<file path="config.mk">
export PLATFORM = sky130hd
export DESIGN_NAME = dec_is_buffer
export DESIGN_NICKNAME = d
export VERILOG_FILES = /design/src/rtl/dec_is_buffer.sv
export SDC_FILE = /design/constraint.sdc
export NUM_CORES = 1
export LEC_CHECK = 0
export CAP_MARGIN = 20
export CORE_MARGIN = 8
export CORE_UTILIZATION = 57
export CTS_BUF_LIST = sky130_fd_sc_hd__clkbuf_8
export CTS_CLUSTER_SIZE = 20
export DETAILED_ROUTE_END_ITERATION = 16
export PLACE_DENSITY = 0.79
export REMOVE_ABC_BUFFERS = 1
export SYNTH_ARGS = -nofsm -noshare
export SYNTH_HDL_FRONTEND = slang
export SYNTH_SLANG_ARGS = --single-unit
</file>
<file path="constraint.sdc">
create_clock -name clk -period 4.55 [get_ports clk]
set_input_delay 0.6825 -clock clk [delete_from_list [all_inputs] [get_ports clk]]
set_output_delay 0.6825 -clock clk [all_outputs]
set_load 0.05 [all_outputs]
</file>
<file path="src/rtl/dec_is_buffer.sv">
// Decode-to-issue decoupling FIFO: first-word fall-through, per-entry sequence
// tags for age ordering, and a single-cycle flush that keeps the tag counter.
`ifndef AddrWidth
`define AddrWidth 32
`endif

module dec_is_buffer #(
  parameter int unsigned ADDR  = `AddrWidth,
  parameter int unsigned PKT   = 64,
  parameter int unsigned DEPTH = 4,
  parameter int unsigned SEQ   = 8
) (
  input  logic                     clk,
  input  logic                     reset_,
  input  logic                     flush,
  input  logic                     dec_valid,
  input  logic [ADDR-1:0]          dec_pc,
  input  logic [PKT-1:0]           dec_pkt,
  output logic                     dec_stall,
  output logic                     is_valid,
  output logic [ADDR-1:0]          is_pc,
  output logic [PKT-1:0]           is_pkt,
  output logic [SEQ-1:0]           is_seq,
  input  logic                     is_stall,
  output logic [$clog2(DEPTH):0]   count
);

  localparam int unsigned PtrW = $clog2(DEPTH);
  localparam int unsigned CntW = PtrW + 1;

  typedef struct packed {
    logic [ADDR-1:0] pc;
    logic [PKT-1:0]  pkt;
    logic [SEQ-1:0]  seq;
  } entry_t;

  entry_t          mem_q [DEPTH];
  logic [PtrW-1:0] head_q, head_d;
  logic [PtrW-1:0] tail_q, tail_d;
  logic [CntW-1:0] count_q, count_d;
  logic [SEQ-1:0]  seq_q, seq_d;
  logic            push_c;
  logic            pop_c;
  entry_t          head_ent_c;

  // Stall looks only at registered occupancy, so issue never reaches decode combinationally.
  assign dec_stall  = (count_q == CntW'(DEPTH));
  assign is_valid   = (count_q != '0) && !flush;
  assign push_c     = dec_valid && !dec_stall && !flush;
  assign pop_c      = is_valid && !is_stall;
  assign head_ent_c = mem_q[head_q];
  assign is_pc      = head_ent_c.pc;
  assign is_pkt     = head_ent_c.pkt;
  assign is_seq     = reset_ ? head_ent_c.seq : '0;
  assign count      = count_q;

  // Next-state for pointers, occupancy and tag counter; flush wins over push/pop.
  always_comb begin
    head_d  = head_q;
    tail_d  = tail_q;
    count_d = count_q;
    seq_d   = seq_q;
    if (push_c) begin
      seq_d = seq_q + SEQ'(1);
    end
    if (flush) begin
      head_d  = '0;
      tail_d  = '0;
      count_d = '0;
    end else begin
      if (push_c) tail_d = tail_q + PtrW'(1);
      if (pop_c)  head_d = head_q + PtrW'(1);
      if (push_c && !pop_c)      count_d = count_q + CntW'(1);
      else if (pop_c && !push_c) count_d = count_q - CntW'(1);
    end
  end

  always_ff @(posedge clk or negedge reset_) begin
    if (!reset_) begin
      head_q  <= '0;
      tail_q  <= '0;
      count_q <= '0;
      seq_q   <= '0;
    end else begin
      head_q  <= head_d;
      tail_q  <= tail_d;
      count_q <= count_d;
      seq_q   <= seq_d;
    end
  end

  // Payload storage carries no reset; occupancy alone qualifies it.
  always_ff @(posedge clk) begin
    if (push_c) begin
      mem_q[tail_q] <= '{pc: dec_pc, pkt: dec_pkt, seq: seq_q};
    end
  end

endmodule

</file>
Word level (Yosys, flattened, before mapping) --
Memories as Yosys holds them, arrays and structs flattened. Cells that the tools add are included.
Word-level totals: register bits after elaboration 15, bits in latches 0, RAM bits 416, ROM bits 0, output and inout port bits 109, memories kept 1
Memory list:
- mem_q | depth 4, width 104, rd ports 1, clocked after memory_dff 0, wr ports 1, line 37 | entry_t mem_q [DEPTH];
Operators by class: add/sub/neg operators 5, $mul 0, divide/modulo/power cells 0, order comparisons 0, eq/ne operators 1, shift-type cells 0, muxes and demuxes 10, bitwise gates (word level) 0, reduce and logical (&&, ||, !) cells 15
Operators by type and width (number):
- $mux W3 | 3
- $add A8 B1 Y8 const B | 1
- $mux W2 | 4
- $mux W8 | 1
- $logic_and A1 B1 Y1 | 6
- $reduce_bool A3 Y1 | 2
- $logic_not A1 Y1 | 5
- $add A2 B1 Y2 const B | 2
- $reduce_bool A2 Y1 | 2
- $add A3 B1 Y3 const B | 1
- $eq A3 B3 Y1 const B | 1
- $sub A3 B1 Y3 const B | 1
- $mux W1 | 2

Depth between registers and ports, before layout --
Gate-level depths: netlist of the first run.
depth after elaboration 9, mapped depth 8

Least setup slack after synthesis of the first run --
Ideal clock, no wire load.
kind input to register, from input flush, to memory mem_q[0][0] (netlist name) (enable), arrival time 3711 ps, required time 4075 ps, slack 364 ps, cell stages on the path 4, buffers on the path 1, path through clkbuf_1 > nand2b_1 > nor2_2 > and2_1
Between the ends: cells in the longest elaborated chain, start to end 4
Ends and longest elaborated chain:
- from (decl) | line 15 | input logic flush,
- $logic_not A1 Y1 | line 49 | assign push_c = dec_valid && !dec_stall && !flush;
- $logic_and A1 B1 Y1 | line 49
- $mux W1 | line 94 | if (push_c) begin
- $mux W1 (not written as such) | line 95 | mem_q[tail_q] <= '{pc: dec_pc, pkt: dec_pkt, seq: seq_q};
- to (decl) | line 37
Every way passes these cells.

Worst setup path after layout of the first run --
from register head_q[0], to output is_pkt[17]
Between the ends: cells in the longest elaborated chain, start to end 1
Ends and longest elaborated chain:
- from (decl) | line 38 | logic [PtrW-1:0] head_q, head_d;
- from (signal assigned) | line 80 | head_q <= '0;
- from (signal assigned) | line 85 | head_q <= head_d;
- $mem_v2 Z4 W104
- to (decl) | line 22 | output logic [PKT-1:0] is_pkt,
Every way passes these cells.

==> results of run 1 <==
layer usage:
layer	vias to the layer above	global-route usage (%)
met2	322	30.5
met1	3838	24.0
met5	-	0
met4	4	4.68
li1	3256	-
met3	35	5.72
cell type report:
type                       instances  area [um^2]
timing repair buffer             225         2300
multi-input combinational        177         2880
clock buffer                      71          977
antenna                            1         2.50
clock inverter                    47          231
tap                              378          473
inverter                           5         18.8
fill                            1619         7870
sequential                       431        12900
power groups by stage:
stage / Sequential [uW] / Combinational (uW) / Clock (uW)
6_report: 4850 / 3040 / 2880
5_1_grt: 4890 / 3170 / 3130
4_1_cts: 4860 / 3080 / 2960
3_5_place_dp: 4940 / 3070 / 0
3_3_place_gp: 4910 / 3030 / 0
2_1_floorplan: 5030 / 1980 / 0
stage by stage:
stage	cell area [um^2]	util [%]
2_1_floorplan	15800	-
3_3_place_gp	18500	67.1
3_5_place_dp	18500	67.1
4_1_cts	19800	71.5
5_1_grt	19800	71.5
6_report	19800	71.5
worst min-delay path by stage:
stage / slack (ps) / start / endpoint
floorplan: 390 / reset_ / count[0]$_DFFE_PN0P_
global placement: 520 / seq_q[7]$_DFFE_PN0P_ / mem_q[0][7]$_DFFE_PP_
detailed placement: 530 / seq_q[7]$_DFFE_PN0P_ / mem_q[0][7]$_DFFE_PP_
CTS: 370 / reset_ / seq_q[7]$_DFFE_PN0P_
global route: 410 / reset_ / seq_q[7]$_DFFE_PN0P_
finish: 410 / reset_ / seq_q[7]$_DFFE_PN0P_
worst max-delay path: cells and delay by family, from the launching register on:
family                 cells  cell delay, ps
buffers and inverters      2            1120
flip-flops                 1             940
multiplexers               1             560
flip-flops by register name, indices dropped and copies added (netlist names):
| register | flops |
|---|---|
| head_q | 2 |
| mem_q | 416 |
| count | 3 |
| tail_q | 2 |
| seq_q | 8 |
cell families after synthesis:
kind of cell | synth area share [%]
compound gates | 0.440
xor+xnor | 0.605
flops | 80.9
fa+ha+maj | 0.519
mux | 14.9
simple gates | 1.60
buf+inv | 1.11
cells in the mapped netlist:
master and number:
nor2b_1 3, mux2i_1 1, clkbuf_1 6, nor3_2 1, xnor2_1 7, o22ai_1 1, nand2b_1 2, o21ai_1 1
nor2_2 1, a21oi_1 4, edfxtp_1 416, nor2_1 11, mux4_2 104, ha_1 5, inv_1 5, nor3b_4 1
nor3b_2 2, buf_6 6, xor2_1 4, o21ai_0 3, dfrtp_1 15, and2_1 13, nor3_1 2, buf_4 1
a211oi_1 2, and3_1 1, fa_1 1, a221oi_1 1, mux2_1 1, buf_2 12, nand3_1 5
==> qor.csv, run 1 <==
metric,value,unit
wl_met3,2450,um
final_nets,1015,
portBuffers,209,
tightestPinTransition,767,ps
avgSynthCellArea,24.9,um^2
overflow,0,
p_comb_share,28.2,%
wl_per_cell,23.2,um
p_int,7360,uW
status,"finished, final reports clean",
cts-resized-gates,0,
finalSetupViolations,0,
cp.arrival,3180,ps
dr.pass1.iters,7,
max-slew-margin-rel,48.9,%
root_buffer,clkbuf_8,
final.setup.tns,0,ps
hold_viol_final,0,
dp_hpwl,19600,um
reg2reg_slack,2070,ps
layout_commonest_cell,edfxtp_1,
yosys_warnings,0,
start_util,57.6,%
reg2regPathDepth,4,
io_pins,210,
drc_errors,0,
grt_pass1_vias,8195,
worst_path_max_delay_cell,dfrtp_4,
clockBufferDepth,3,
power_frac_seq,45.0,%
holdWs,406,ps
grt_max_degree,47,
vias,7455,
clkSlewWorstSetupHoldPaths,60,ps
end_kind,output port,
vias_per_cell,5.58,
drive_gt1_share,22.4,%
crit_path_start,head_q[0]$_DFFE_PN0P_,
m1WireLength,12600,um
drt_iter0_drc,566,
gp_congestion,0.749,
mostFrequentLayoutCells,"416 x edfxtp_1, 209 x clkdlybuf4s50_1, 104 x mux4_2",
critical_path_class,flop to output port,
fin_crit,3860,ps
antenna_left,0,
p_sw,3410,uW
clock_latency,560,ps
htreeDepth,3,
leakage,0.00636,uW
drv_slew,0,
synth_cells,638,
die_area,0.0335,mm^2
finalPower,10800,uW
cts_setup_buffers,0,
dp.cells,1216,
synth.area.top_cells,"edfxtp_1 79%, mux4_2 15%, dfrtp_1 2.4%, and2_1 0.51%, buf_6 0.42%",
min_period_over_period,84.9,%
die_w,183,um
core-area,0.0276,mm^2
power_density,545,mW/mm^2
die_h,183,um
crit_path_cell_trace,buf_4 > mux4_2 > clkdlybuf4s50_1,
holdCritPathClass,primary input to asynchronous set/reset pin,
critPathRequiredTime,3870,ps
netlist_area,0.0159,mm^2
cp_max_fo,36,
vdd_drop_max,369,uV
cts_hold_buf,0,
timing.rr.start,count[2]$_DFFE_PN0P_,
synth.top_cell.area_share,78.5,%
clock_skew,22.1,ps
cts_buffers,68,
grt_use_total,18.5,%
r2r-end,mem_q[1][43]$_DFFE_PP_,
start_kind,flop,
clock_sinks,431,
wl,31000,um
ys_ff_latch,431,
slowest_delay,940,ps
netSwitchingFraction,31.7,%
yosysTopAreaCell,edfxtp_1,
yosysSeqAreaShare,80.9,%
crit_end,is_pkt[17],
area_growth,24.2,%
grt_pass1_wl,47300,um
antenna_found_initial,2,
cts_tree,yes,
rsz0062_at_grt,no,
place_ws,1170,ps
max_freq,0.259,GHz
layout_setup_ws,687,ps
top_layer_used,met5,
rows,61,
ys_types,31,
wl_met2,15500,um
p_clk_share,26.8,%
drv_cap,0,
fin_cells,1335,
Power figures use the tool's default switching activity.
==> inputs of run 2 (changes only) <==
- clock period: 4.55 -> 3.62 ns (I/O delays scaled with it)
==> run 2 against run 1 <==
  * Register-to-register slack worse by 930 ps
  * Clock skew decreased by 7.0 ps
  * Clock power rose by 24%
  * Final cell count hardly changed
  * Worst hold slack got worse by 70 ps
  * Core utilization up 0.38 points
  * Sequential cell count is the same
  * First-iteration DRC count grew 15%
  * Non-clock buffer count grew 4
==> qor.csv, run 2 (same netlist as run 1, synthesis figures left out) <==
metric,value,unit,change
htreeDepth,3,,unchanged
multi_input_area,0.00288,mm^2,unchanged
wl_per_cell,23.5,um,+1.4%
power_density,682,mW/mm^2,+25%
holdWs,336,ps,-69.8 ps
clock_latency,540,ps,-20 ps
dpl_cell_area,0.0187,mm^2,+0.66%
root_buffer,clkbuf_8,,
grt_use_total,18.8,%,+0.27 points
start_util,57.6,%,unchanged
io_pins,210,,unchanged
finalSetupViolations,0,,unchanged
vias,7560,,+1.4%
m1WireLength,12400,um,-1.6%
p_sw,4280,uW,+25%
wl_met3,2580,um,+5.1%
place_ws,654,ps,-519 ps
wl,31400,um,+1.3%
clockBufferDepth,3,,unchanged
largest_reg_flops,416,,unchanged
slowest_delay,700,ps,-240 ps
min_period_over_period,92.3,%,
seqCellArea,0.0129,mm^2,unchanged
grt_max_degree,57,,+21%
drv_slew,0,,unchanged
status,"finished, final reports clean",,
start_kind,flop,,
layout_commonest_cell,edfxtp_1,,
area_growth,24.8,%,
max-slew-margin-rel,57.9,%,+9.0 points
rsz0062_at_grt,no,,
drive_gt1_share,22.7,%,+0.34 points
fin_crit,3340,ps,
drv_cap,0,,unchanged
final_nets,1018,,+0.30%
end_kind,output port,,
dp.cells,1219,,+0.25%
max_freq,0.299,GHz,
layout_setup_ws,277,ps,-410 ps
cp_max_fo,11,,-69%
crit_path_start,head_q[0]$_DFFE_PN0P_,,
leakage,0.00640,uW,+0.73%
grt_pass1_wl,47800,um,+0.93%
top_register,mem_q,,
rows,61,,unchanged
overflow,0,,unchanged
netSwitchingFraction,31.6,%,-0.099 points
gp_congestion,0.761,,+1.6%
critPathRequiredTime,3080,ps,-790 ps
clkSlewWorstSetupHoldPaths,60,ps,about the same
mostFrequentLayoutCells,"416 x edfxtp_1, 209 x clkdlybuf4s50_1, 104 x mux4_2",,
worst-path-buf-inv,2,,unchanged
dr.pass1.iters,4,,-3
vias_per_cell,5.67,,+1.5%
cts_tree,yes,,
drc_errors,0,,unchanged
critPathTopFamily,buffers and inverters,,
grt_pass1_vias,8371,,+2.1%
clock_skew,15.2,ps,-6.98 ps
fin_cells,1334,,-0.075%
core-area,0.0276,mm^2,unchanged
timing.rr.start,count[0]$_DFFE_PN0P_,,
die_w,183,um,unchanged
cts_buffers,67,,-1.5%
cts_hold_buf,0,,unchanged
fillers,1612,,-0.43%
wl_met2,15900,um,+2.6%
clock_sinks,431,,unchanged
antenna_left,0,,unchanged
vdd_drop_max,440,uV,+19%
p_comb_share,29.2,%,+1.0 points
die_h,183,um,unchanged
final_area,0.0199,mm^2,+0.54%
drt_iter0_drc,651,,+15%
p_clk_share,26.3,%,-0.5 points
die_area,0.0335,mm^2,unchanged
critical_path_class,flop to output port,,
holdCritPathClass,primary input to asynchronous set/reset pin,,
cp.arrival,2800,ps,-380 ps
portBuffers,209,,unchanged
power_frac_seq,44.6,%,-0.4 points
antenna_found_initial,3,,+1
top_layer_used,met5,,
tightestPinTransition,629,ps,-137 ps
worst_path_max_delay_cell,clkdlybuf4s50_1,,
p_int,9270,uW,+26%
crit_path_cell_trace,buf_8 > mux4_2 > and2_1 > clkdlybuf4s50_1,,
hold_viol_final,0,,unchanged
dp_hpwl,19800,um,+1.2%
==> run 2: repair_timing <==
item                                    in CTS  in global routing
endpoints found under the setup margin       0                  5
gates resized for setup                      0                  0
buffers inserted                             0                  1
==> run 2: worst paths after layout <==
check                                        end  slack [ps]  cells after the start
setup / recovery                       is_seq[0]         280                      4
hold / removal              count[2]$_DFFE_PN0P_         340                      2
setup reg to reg            count[1]$_DFFE_PN0P_        1140                      7
hold reg to reg             seq_q[6]$_DFFE_PN0P_         560                      1
max in group asynchronous  head_q[1]$_DFFE_PN0P_        3040                      2
min in group clk            seq_q[6]$_DFFE_PN0P_         560                      1
==> run 2: stage by stage <==
step           power [uW]  util (%)  setup TNS (ps)
2_1_floorplan        8810         -         -419980
3_3_place_gp        10000      67.6               0
3_5_place_dp        10100      67.6               0
4_1_cts             13700      71.8               0
5_1_grt             14100      71.9               0
6_report            13600      71.9               0
==> run 2: layout make-up <==
| cell class | count | area share [%] |
|---|---|---|
| Antenna cell | 1 | 0.0126 |
| Clock buffer | 74 | 5.13 |
| Clock inverter | 39 | 0.800 |
| Inverter | 5 | 0.0945 |
| Multi-Input combinational cell | 177 | 14.5 |
| Sequential cell | 431 | 64.8 |
| Tap cell | 378 | 2.38 |
| Timing Repair Buffer | 229 | 12.3 |
==> run 2: per-layer routing <==
metal	vias up	global-route usage (%)
met1	3913	23.8
li1	3260	-
met2	334	31.3
met4	4	5.24
met5	-	0
met3	49	5.76
==> run 2: power groups by stage <==
stage                     Combinational, uW  Clock, uW  Sequential, uW
after floorplan                        2490          0            6320
after global placement                 3900          0            6130
after detailed placement               3950          0            6170
after CTS                              3960       3650            6060
after global routing                   4120       3860            6070
final                                  3950       3560            6040
